===== config.mk =====
export PLATFORM = sky130hd
export DESIGN_NAME = noc_ext_rx
export DESIGN_NICKNAME = d
export VERILOG_FILES = /design/src/rtl/noc_ext_rx.sv
export SDC_FILE = /design/constraint.sdc
export NUM_CORES = 1
export LEC_CHECK = 0
export ABC_AREA = 1
export BUFFER_PORTS_ARGS = -buffer_cell sky130_fd_sc_hd__buf_2
export CAP_MARGIN = 30
export CORE_MARGIN = 2
export CORE_UTILIZATION = 59
export CTS_BUF_LIST = sky130_fd_sc_hd__clkbuf_4
export CTS_CLUSTER_DIAMETER = 100
export CTS_CLUSTER_SIZE = 25
export DETAILED_ROUTE_END_ITERATION = 16
export PLACE_DENSITY = 0.82
export REMOVE_ABC_BUFFERS = 1
export SYNTH_ARGS = -nofsm -noshare
export SYNTH_HDL_FRONTEND = slang
export SYNTH_SLANG_ARGS = --single-unit

===== constraint.sdc =====
create_clock -name clk -period 3.6 [get_ports clk]
set_input_delay 0.72 -clock clk [delete_from_list [all_inputs] [get_ports clk]]
set_output_delay 0.72 -clock clk [all_outputs]
set_load 0.05 [all_outputs]

===== src/rtl/noc_ext_rx.sv =====
// rtl/noc_ext_rx.sv - NoC external-port receive endpoint: destination filter, flit FIFO, rx/drop counters
module noc_ext_rx #(
    parameter int X           = 4,
    parameter int Y           = 4,
    parameter int data_width  = 8,
    parameter int x_size      = 2,
    parameter int y_size      = 2,
    parameter int total_width = 16,
    parameter int MY_X        = 0,
    parameter int MY_Y        = 0,
    parameter int DEPTH       = 4
) (
    input  logic                   clk,
    input  logic                   rst,
    input  logic [total_width-1:0] i_flit,
    input  logic                   i_flit_valid,
    output logic                   o_flit_ready,
    output logic [data_width-1:0]  o_data,
    output logic [x_size-1:0]      o_src_x,
    output logic [y_size-1:0]      o_src_y,
    output logic                   o_valid,
    input  logic                   i_ready,
    output logic [15:0]            o_rx_count,
    output logic [7:0]             o_drop_count
);
    localparam int AW = $clog2(DEPTH);
    localparam int EW = data_width + x_size + y_size;
    localparam logic [x_size-1:0] MY_XC = x_size'(MY_X);
    localparam logic [y_size-1:0] MY_YC = y_size'(MY_Y);

    if (total_width != data_width + 2 * x_size + 2 * y_size || MY_X >= X || MY_Y >= Y
        || DEPTH < 2 || (DEPTH & (DEPTH - 1)) != 0) begin : g_bad_params
        $error("noc_ext_rx: inconsistent parameters");
    end

    logic [EW-1:0]         mem_q [DEPTH];
    logic [AW:0]           wr_ptr_q, wr_ptr_d, rd_ptr_q, rd_ptr_d;
    logic [15:0]           rx_cnt_q, rx_cnt_d;
    logic [7:0]            drop_cnt_q, drop_cnt_d;

    logic [data_width-1:0] f_data;
    logic [x_size-1:0]     f_src_x, f_dst_x;
    logic [y_size-1:0]     f_src_y, f_dst_y;
    logic                  full, empty, accept, match, push, pop;
    logic [EW-1:0]         head;

    // Flit layout from LSB: dst_y, dst_x, src_y, src_x, data
    assign f_dst_y = i_flit[0 +: y_size];
    assign f_dst_x = i_flit[y_size +: x_size];
    assign f_src_y = i_flit[y_size + x_size +: y_size];
    assign f_src_x = i_flit[2 * y_size + x_size +: x_size];
    assign f_data  = i_flit[total_width-1 -: data_width];

    // Status depends on registered pointers only, keeping i_ready off the o_flit_ready path
    assign empty  = (wr_ptr_q == rd_ptr_q);
    assign full   = (wr_ptr_q[AW] != rd_ptr_q[AW]) && (wr_ptr_q[AW-1:0] == rd_ptr_q[AW-1:0]);
    assign accept = i_flit_valid && !full;
    assign match  = (f_dst_x == MY_XC) && (f_dst_y == MY_YC);
    assign push   = accept && match;
    assign pop    = !empty && i_ready;

    assign o_flit_ready = !full;
    assign o_valid      = !empty;
    assign head         = mem_q[rd_ptr_q[AW-1:0]];
    assign o_data       = head[EW-1 -: data_width];
    assign o_src_x      = head[y_size +: x_size];
    assign o_src_y      = head[0 +: y_size];
    assign o_rx_count   = rx_cnt_q;
    assign o_drop_count = drop_cnt_q;

    always_comb begin
        wr_ptr_d   = push ? wr_ptr_q + (AW + 1)'(1) : wr_ptr_q;
        rd_ptr_d   = pop  ? rd_ptr_q + (AW + 1)'(1) : rd_ptr_q;
        rx_cnt_d   = (push && rx_cnt_q != 16'hFFFF) ? rx_cnt_q + 16'd1 : rx_cnt_q;
        drop_cnt_d = (accept && !match && drop_cnt_q != 8'hFF) ? drop_cnt_q + 8'd1 : drop_cnt_q;
    end

    always_ff @(posedge clk or posedge rst) begin
        if (rst) begin
            wr_ptr_q   <= '0;
            rd_ptr_q   <= '0;
            rx_cnt_q   <= '0;
            drop_cnt_q <= '0;
            for (int i = 0; i < DEPTH; i++) begin
                mem_q[i] <= '0;
            end
        end else begin
            wr_ptr_q   <= wr_ptr_d;
            rd_ptr_q   <= rd_ptr_d;
            rx_cnt_q   <= rx_cnt_d;
            drop_cnt_q <= drop_cnt_d;
            if (push) begin
                mem_q[wr_ptr_q[AW-1:0]] <= {f_data, f_src_x, f_src_y};
            end
        end
    end
endmodule


==> results.sh, run 1 <==
export IMPL_maxSlewViolCount=0
export IMPL_diodes=0
export IMPL_yosysUniqueCellTypes=24
export IMPL_reg2reg_slack_ns=1.25
export IMPL_synth_edf_count=0
export IMPL_synth_avg_cell_area_um2=7.58
export IMPL_cts_hold_repair_buffers=0
export IMPL_fmax_mhz=360
export IMPL_ir_drop_mv=0.445
export IMPL_dp_hpwl_mm=5.94
export IMPL_fin_nets=606
export IMPL_crit_start="rd_ptr_q[1]"
export IMPL_wl_per_cell_um=14.0
export IMPL_port_buffer_count=57
export IMPL_drt_iter0_markers=289
export IMPL_grt_max_degree=35
export IMPL_ys_warnings_count=0
export IMPL_antenna_found_initial=0
export IMPL_die_w_um=86.2
export IMPL_synth_seq_cells=78
export IMPL_relSlewSlack_pct=49.3
export IMPL_detail_route_antenna_nets=0
export IMPL_start_util_pct=61.7
export IMPL_chipHeight_um=86.2
export IMPL_power_leakage_uw=0.00256
export IMPL_rr_endpoint="mem_q[28]"
export IMPL_path_class="flop to output pin"
export IMPL_fin_skew_ns=0.0249
export IMPL_cts_max_level=3
export IMPL_grt_pass1_wl_mm=15.9
export IMPL_rr_worst_depth=7
export IMPL_hold_path_class="input pin to asynchronous set/reset pin"
export IMPL_synth_flop_cell="dfrtp_1"
export IMPL_drc=0
export IMPL_viasPerCell=5.38
export IMPL_status="finished clean"
export IMPL_cts_buffer_depth=2
export IMPL_finalHoldViolations=0
export IMPL_cts_setup_buffers=0
export IMPL_cts_buffers_inserted=9
export IMPL_cts_sinks=78
export IMPL_cap_viol_max_count=0
export IMPL_ys_seq_area_share_pct=48.9
export IMPL_timing_worst_slew_pin_value_ns=0.760
export IMPL_drive_gt1_share_pct=14.7
export IMPL_post_route_period_util_pct=77.3
export IMPL_cts_tree="yes"
export IMPL_cts_clk_slew_worst_paths_ns=0.14
export IMPL_worstSetupEndpointType="output pin"
export IMPL_ys_async_sr_fraction_pct=100
export IMPL_r2r_start="rd_ptr_q[1]"
export IMPL_netlist_area_mm2=0.00399
export IMPL_critical_path_arrival_ns=2.06
export IMPL_grtUsageTotal_pct=27.2
export IMPL_first_global_vias=3485
export IMPL_gr_total_overflow=0
export IMPL_dieArea_mm2=0.00743
export IMPL_rsz0062_at_grt="false"
export IMPL_clk_latency_ns=0.44
export IMPL_cp_required_ns=2.88
export IMPL_ctsResizeCount=0
export IMPL_totalWireLength_mm=9.24
export IMPL_clock_root_buffer="clkbuf_4"
export IMPL_synthCells=526
export IMPL_io_pins=58
export IMPL_routed_via_count=3558
export IMPL_area_delta_synth_final_pct=11.9
export IMPL_power_density_mw_per_mm2=786
export IMPL_min_period_ns=2.78
export IMPL_cp_start_kind="flop"
export IMPL_setup_violations=0
export IMPL_gp_congestion=0.825
export IMPL_core_area_mm2=0.00646
export IMPL_postLayoutCoreUtil_pct=69.1
export IMPL_rows=29
export IMPL_cp_max_fo=16
export IMPL_fin_setup_tns_ns=0
export IMPL_first_pass_iters=5
==> worst max path at each step <==
stage	endpoint	cells past startpoint
6_report	o_valid	5
5_1_grt	o_data[4]	4
4_1_cts	o_src_y[1]	4
3_5_place_dp	mem_q[44]	7
3_3_place_gp	mem_q[34]	7
2_1_floorplan	mem_q[0]	1
==> cell type report <==
cell class | count | area, um2
fillers | 529 | 2000
flip-flops and latches | 78 | 1950
multi-input cells | 399 | 1820
repair buffers | 60 | 308
inverters | 31 | 116
clock inverters | 7 | 98.8
well taps | 77 | 96.3
clock buffers | 9 | 67.6
==> report_power, final <==
group	total [uW]	leakage, uW	switching [uW]	internal (uW)
Clock	611	0.0000877	327	284
Sequential	1330	0.00104	204	1120
Combinational	1570	0.00143	1140	430
==> layer usage <==
| metal | global-route usage [%] | wire (um) | vias to the layer above |
|---|---|---|---|
| li1 | - | - | 1746 |
| met1 | 37.8 | 4180 | 1688 |
| met2 | 43.3 | 4410 | 116 |
| met3 | 5.14 | 556 | 8 |
| met4 | 9.23 | 102 | 0 |
| met5 | 0 | 0 | - |
==> metrics by stage <==
| step | total power (uW) | worst slack, ns | area [um2] | hold WS, ns | instances |
|---|---|---|---|---|---|
| floorplan | 2510 | 0.885 | 3890 | 0.444 | 508 |
| CTS | 3510 | 0.856 | 4460 | 0.231 | 661 |
| detailed placement | 2900 | 1.27 | 4290 | 0.460 | 645 |
| global route | 3750 | 0.661 | 4460 | 0.248 | 661 |
| finish | 3510 | 0.819 | 4460 | 0.229 | 661 |
| global placement | 2850 | 1.32 | 4290 | 0.456 | 645 |
==> synthesized netlist by cell type, types with 2 or more instances <==
master	n	area share (%)
o22ai_1	12	1.9
buf_2	6	0.75
o21ai_0	27	3.4
xor2_1	10	2.2
nand4_1	10	1.6
nor2_2	4	0.63
nor2_1	44	4.1
buf_1	3	0.28
buf_4	4	0.75
inv_1	30	2.8
clkbuf_1	4	0.38
nand2_1	260	24
dfrtp_1	78	49
nand3_1	10	1.3
nand3_4	2	0.88
xnor2_1	8	1.8
ha_1	7	2.2
==> worst max-delay path, stage by stage, from the launching register on <==
cell     delay (ns)
dfrtp_1        0.70
inv_2          0.25
nand2_1        0.12
nand2_1        0.10
nand4_1        0.16
buf_2          0.29
==> cells by family (layout without fill, tap and decap cells) <==
| kind of cell | after synthesis | after routing | share of synthesized area (%) |
|---|---|---|---|
| adders and majority gates | 7 | 7 | 2.20 |
| AOI/OAI and AO/OA | 40 | 40 | 5.40 |
| xor gates and xnor gates | 19 | 19 | 4.36 |
| and+or+nand+nor | 333 | 333 | 33.7 |
| buffers and inverters | 49 | 107 | 5.37 |
| DFF | 78 | 78 | 48.9 |
==> placed cells by master (no fill, tap or decap), types with 4 or more instances in the layout <==
master and n:
ha_1 7, nand4_1 10, o21ai_0 27, nand3_1 10
buf_2 57, clkbuf_4 9, nor2_2 4, dfrtp_1 78
nor2_1 44, inv_1 29, o22ai_1 12, xnor2_1 8
nand2_1 260, xor2_1 10, clkinv_4 4
==> flip-flops by register name (all words and copies together), names as in the netlist <==
name          cells
mem_q            48
o_rx_count       16
o_drop_count      8
rd_ptr_q          3
wr_ptr_q          3
(Power assumes the default switching activity.)
==> run 2: changes to the inputs <==
CORE_UTILIZATION = 53   (was 59)
PLACE_DENSITY = 0.78   (was 0.82)
clock period = 2.3 ns   (was 3.6 ns; I/O delays follow)
==> results.sh, run 2 (synthesis results as in run 1) <==
export IMPL_viasPerCell=5.23
export IMPL_fmax_mhz=455
export IMPL_setup_violations=0
export IMPL_io_pins=58
export IMPL_grtUsageTotal_pct=24.5
export IMPL_grt_max_degree=61
export IMPL_maxSlewViolCount=0
export IMPL_ir_drop_mv=0.792
export IMPL_totalWireLength_mm=9.37
export IMPL_diodes=0
export IMPL_post_route_period_util_pct=95.6
export IMPL_detail_route_antenna_nets=0
export IMPL_area_delta_synth_final_pct=13.8
export IMPL_path_class="flop to output pin"
export IMPL_clock_root_buffer="clkbuf_4"
export IMPL_hold_path_class="input pin to asynchronous set/reset pin"
export IMPL_drive_gt1_share_pct=16.1
export IMPL_gp_congestion=0.848
export IMPL_power_leakage_uw=0.00258
export IMPL_preCtsSetupSlack_ns=0.339
export IMPL_finalHoldViolations=0
export IMPL_critical_path_arrival_ns=1.74
export IMPL_routed_via_count=3612
export IMPL_dieArea_mm2=0.00823
export IMPL_first_global_vias=3443
export IMPL_cts_buffer_depth=2
export IMPL_cts_clk_slew_worst_paths_ns=0.12
export IMPL_status="finished clean"
export IMPL_worstSetupEndpointType="output pin"
export IMPL_drc=0
export IMPL_grt_pass1_wl_mm=16.1
export IMPL_cts_max_level=3
export IMPL_antenna_found_initial=0
export IMPL_layout_common_cells="260 x nand2_1, 76 x dfrtp_1, 53 x buf_2"
export IMPL_gr_total_overflow=0
export IMPL_regMostFlops="mem_q"
export IMPL_rows=31
export IMPL_rsz0062_at_grt="false"
export IMPL_dp_hpwl_mm=6.29
export IMPL_worst_slack_ns=0.101
export IMPL_fin_skew_ns=0.0183
export IMPL_cts_buffers_inserted=9
export IMPL_cts_tree="yes"
export IMPL_first_pass_iters=5
export IMPL_mostFrequentLayoutCell="nand2_1"
export IMPL_cap_viol_max_count=0
export IMPL_power_density_mw_per_mm2=1190
export IMPL_relSlewSlack_pct=58.5
export IMPL_largest_reg_flops=48
export IMPL_wl_per_cell_um=13.6
export IMPL_port_buffer_count=57
export IMPL_cts_hold_repair_buffers=0
export IMPL_cp_max_fo=14
export IMPL_crit_start="rd_ptr_q[0]"
export IMPL_r2r_start="o_rx_count[0]"
export IMPL_cp_start_kind="flop"
export IMPL_cts_setup_buffers=0
export IMPL_fin_nets=614
export IMPL_start_util_pct=55.0
export IMPL_postLayoutCoreUtil_pct=62.6
export IMPL_clk_latency_ns=0.44
export IMPL_chipHeight_um=90.7
export IMPL_drt_iter0_markers=198
export IMPL_cp_required_ns=1.84
export IMPL_timing_worst_slew_pin_value_ns=0.623
export IMPL_min_period_ns=2.20
export IMPL_fillers=646
export IMPL_cts_sinks=78
export IMPL_die_w_um=90.7
export IMPL_core_area_mm2=0.00725
run 2: critical path: stages (launching register included):
cell and delay [ns]:
dfrtp_2 0.49, inv_1 0.09, buf_4 0.19, nor2_1 0.05, o22ai_1 0.20, buf_2 0.30
run 2: power breakdown:
part / switching, uW / internal [uW]
clock: 468 / 331
sequential: 329 / 1760
combinational: 1790 / 747
run 2: timing repair:
action / 4_1_cts / 5_1_grt
setup endpoints to repair: 4 / 8
pin swaps: 0 / 0
gates resized for setup: 1 / 9
endpoints found under the hold margin: 0 / 0
run 2: area by class of cell:
| class | count | area [um2] | share of cell area, % |
|---|---|---|---|
| sequential | 78 | 1950 | 43.1 |
| clock inverter | 5 | 51.3 | 1.13 |
| tap | 99 | 124 | 2.73 |
| inverter | 31 | 119 | 2.62 |
| timing repair buffer | 68 | 394 | 8.68 |
| multi-input combinational | 399 | 1820 | 40.1 |
| clock buffer | 10 | 75.1 | 1.65 |
run 2: through the flow:
step	hold slack (ns)	cell area [um2]	cells	power, uW	setup TNS [ns]
3_3_place_gp	0.457	4390	675	4540	0
4_1_cts	0.0241	4520	690	5410	0
2_1_floorplan	0.444	3890	508	3930	-13.32
6_report	0.0119	4540	690	5420	0
3_5_place_dp	0.460	4390	675	4600	0
5_1_grt	0.0314	4540	690	5810	0
run 2: per-layer routing:
layer	wire length (um)	track usage, %	vias to the layer above
met4	174	8.33	0
met2	4390	38.2	97
met3	509	6.18	19
met1	4290	33.4	1735
met5	0	0	-
li1	-	-	1761
run 2: path summary, 6_finish.rpt:
path / to / slack [ns] / depth (start not counted)
max: o_src_x[1] / 0.10 / 5
min: mem_q[40] / 0.01 / 2
max reg2reg: o_rx_count[13] / 0.45 / 9
min reg2reg: mem_q[25] / 0.49 / 2
max in group asynchronous: mem_q[47] / 1.60 / 3
min in group clk: mem_q[29] / 0.26 / 3
==> run 3: changes to the inputs <==
ABC_AREA = default   (was 1)
SETUP_SLACK_MARGIN = 0.3   (was default)
==> results.sh, run 3 <==
export IMPL_status="finished clean"
export IMPL_die_w_um=87.1
export IMPL_p_sw_uw=2530
export IMPL_synthCells=265
export IMPL_antenna_found_initial=0
export IMPL_cp_required_ns=1.84
export IMPL_io_pins=58
export IMPL_regMostFlops="mem_q"
export IMPL_gp_congestion=0.793
export IMPL_yosysMostFrequentCell="dfrtp_1"
export IMPL_core_area_mm2=0.00672
export IMPL_pwr_share_seq_pct=37.2
export IMPL_post_route_period_util_pct=96.2
export IMPL_cp_endpoint="o_data[2]"
export IMPL_grt_pass1_wl_mm=12.1
export IMPL_r2r_start="rd_ptr_q[0]"
export IMPL_yosysTopAreaCellShare_pct=53.4
export IMPL_reg2reg_slack_ns=0.13
export IMPL_synth_flop_cell="dfrtp_1"
export IMPL_area_delta_synth_final_pct=26.6
export IMPL_crit_slowest_cell="mux4_2"
export IMPL_rr_worst_depth=9
export IMPL_port_buffer_count=57
export IMPL_first_global_vias=2488
export IMPL_crit_start="rd_ptr_q[0]"
export IMPL_synth_seq_cells=78
export IMPL_maxSlewViolCount=0
export IMPL_relSlewSlack_pct=58.5
export IMPL_min_period_ns=2.21
export IMPL_rr_endpoint="mem_q[6]"
export IMPL_detail_route_antenna_nets=0
export IMPL_rows=30
export IMPL_path_cells="buf_6 > mux4_2 > buf_6"
export IMPL_switching_share_pct=43.0
export IMPL_timing_worst_slew_pin_value_ns=0.622
export IMPL_wl_per_cell_um=19.0
export IMPL_cts_max_level=3
export IMPL_gr_total_overflow=0
export IMPL_power_density_mw_per_mm2=1270
export IMPL_synth_top_area_cell="dfrtp_1"
export IMPL_netlist_top_cells_area="dfrtp_1 53%, mux2_2 16%, mux4_2 7.4%"
export IMPL_cts_sinks=78
export IMPL_start_util_pct=54.4
export IMPL_ys_warnings_count=0
export IMPL_yosysUniqueCellTypes=33
export IMPL_p_int_uw=3350
export IMPL_drt_iter0_markers=96
export IMPL_rsz0062_at_grt="true"
export IMPL_totalWireLength_mm=8.25
export IMPL_comb_power_share_pct=51.6
export IMPL_netlist_area_mm2=0.00366
export IMPL_fmax_mhz=452
export IMPL_dp_hpwl_mm=4.97
export IMPL_setup_violations=0
export IMPL_placed_area_mm2=0.00415
export IMPL_ys_async_sr_fraction_pct=100
export IMPL_synth_commonest_cells="78 x dfrtp_1, 51 x mux2_2, 16 x xor2_1"
export IMPL_fin_skew_ns=0.00899
export IMPL_mostFrequentLayoutCell="dfrtp_1"
export IMPL_diodes=0
export IMPL_crit_top_cell="buf_6"
export IMPL_chipHeight_um=87.1
export IMPL_cp_start_kind="flop"
export IMPL_worstSetupEndpointType="output pin"
export IMPL_routed_via_count=2552
export IMPL_p_clk_share_pct=11.3
export IMPL_ir_drop_mv=0.525
export IMPL_viasPerCell=5.87
export IMPL_synth_edf_count=0
export IMPL_final_area_mm2=0.00463
export IMPL_grtUsageTotal_pct=20.7
export IMPL_synth_avg_cell_area_um2=13.8
export IMPL_fin_nets=379
export IMPL_largest_reg_flops=48
export IMPL_cp_max_fo=7
export IMPL_drc=0
export IMPL_dieArea_mm2=0.00758
export IMPL_postLayoutCoreUtil_pct=68.9
export IMPL_first_pass_iters=4
export IMPL_slowest_delay_ns=0.55
export IMPL_fillers=443
export IMPL_cts_buffer_depth=2
export IMPL_ys_seq_area_share_pct=53.4
export IMPL_finalHoldViolations=0
export IMPL_path_class="flop to output pin"
export IMPL_drive_gt1_share_pct=51.3
export IMPL_hold_path_class="input pin to asynchronous set/reset pin"
export IMPL_layout_common_cells="77 x dfrtp_1, 48 x mux2_2, 43 x buf_2"
export IMPL_clk_latency_ns=0.41
export IMPL_cap_viol_max_count=0
export IMPL_cts_buffers_inserted=9
export IMPL_grt_max_degree=41
export IMPL_clock_root_buffer="clkbuf_4"
export IMPL_cts_clk_slew_worst_paths_ns=0.12
export IMPL_critical_path_arrival_ns=1.75
export IMPL_cts_tree="yes"
export IMPL_power_leakage_uw=0.00230
-- run 3: changes by cell type after synthesis, moves of 4 or more --
cell      previous run  this run
nand2_1            260        14
mux2_2               0        51
nor2_1              44         2
inv_1               30         4
o21ai_0             27         1
mux4_2               0        12
o22ai_1             12         0
a211oi_1             0        10
xor2_1              10        16
buf_4                4         0
nor2_2               4         0
xnor2_1              8        12
-- run 3: timing repair --
| item | in CTS | in global routing |
|---|---|---|
| hold buffers | 0 | 0 |
| cloned | 0 | 4 |
| setup buffers | 3 | 6 |
| resized for setup | 35 | 35 |
| pin swaps | 0 | 4 |
| endpoints found under the setup margin | 14 | 75 |
-- run 3: metal layers --
layer	track usage, %	vias up	wire length [um]
met1	28.0	1329	3590
met4	8.52	0	119
met2	33.3	55	4280
li1	-	1157	-
met3	3.60	11	265
met5	0	-	0
-- run 3: cell type report --
class | instances | area [um2] | area share (%)
inverters | 4 | 15.0 | 0.324
flip-flops and latches | 78 | 1950 | 42.2
clock inverters | 5 | 28.8 | 0.622
multi-input cells | 172 | 1750 | 37.9
clock buffers | 9 | 67.6 | 1.46
well taps | 80 | 100 | 2.16
repair buffers | 87 | 711 | 15.4
-- run 3: how the worst min path moves through the flow --
stage              startpoint        endpoint  slack, ns  depth (start not counted)
4_1_cts                   rst  o_rx_count[15]       0.12                          2
5_1_grt                   rst  o_rx_count[11]       0.14                          2
3_5_place_dp   o_rx_count[11]  o_rx_count[11]       0.48                          1
2_1_floorplan     rd_ptr_q[2]     rd_ptr_q[2]       0.46                          1
6_report                  rst   o_rx_count[8]       0.11                          2
3_3_place_gp      rd_ptr_q[2]     rd_ptr_q[2]       0.48                          1
-- run 3: worst max-delay path: cells and delay by family (launching register included) --
family                 cells  cell delay (ns)
buffers and inverters      2             0.36
flip-flops                 1             0.43
multiplexers               1             0.55
-- run 3: through the flow --
stage | worst slack (ns) | power [uW] | hold WS [ns] | setup TNS (ns) | instances
after floorplan | -0.155 | 4020 | 0.464 | -13.57 | 254
after global placement | 0.0251 | 4590 | 0.478 | 0 | 408
after detailed placement | -0.00554 | 4680 | 0.481 | -0.0101 | 408
after CTS | 0.0591 | 5710 | 0.115 | 0 | 425
after global routing | 0.0447 | 6150 | 0.142 | 0 | 435
final | 0.0867 | 5880 | 0.109 | 0 | 435
-- run 3: logic make-up after synthesis --
| family | Yosys count | share of synthesized area (%) |
|---|---|---|
| buffers and inverters | 15 | 1.71 |
| DFF | 78 | 53.4 |
| and+or+nand+nor | 56 | 8.56 |
| adders and majority gates | 7 | 2.40 |
| muxes | 63 | 23.1 |
| xor gates and xnor gates | 28 | 6.71 |
| AOI/OAI and AO/OA | 18 | 4.14 |
-- run 3: power groups by stage --
| stage | clock [uW] | sequential (uW) | combinational (uW) |
|---|---|---|---|
| after floorplan | 0 | 2440 | 1580 |
| after global placement | 0 | 2140 | 2450 |
| after detailed placement | 0 | 2170 | 2510 |
| after CTS | 671 | 2160 | 2880 |
| after global routing | 727 | 2250 | 3170 |
| final | 663 | 2190 | 3030 |
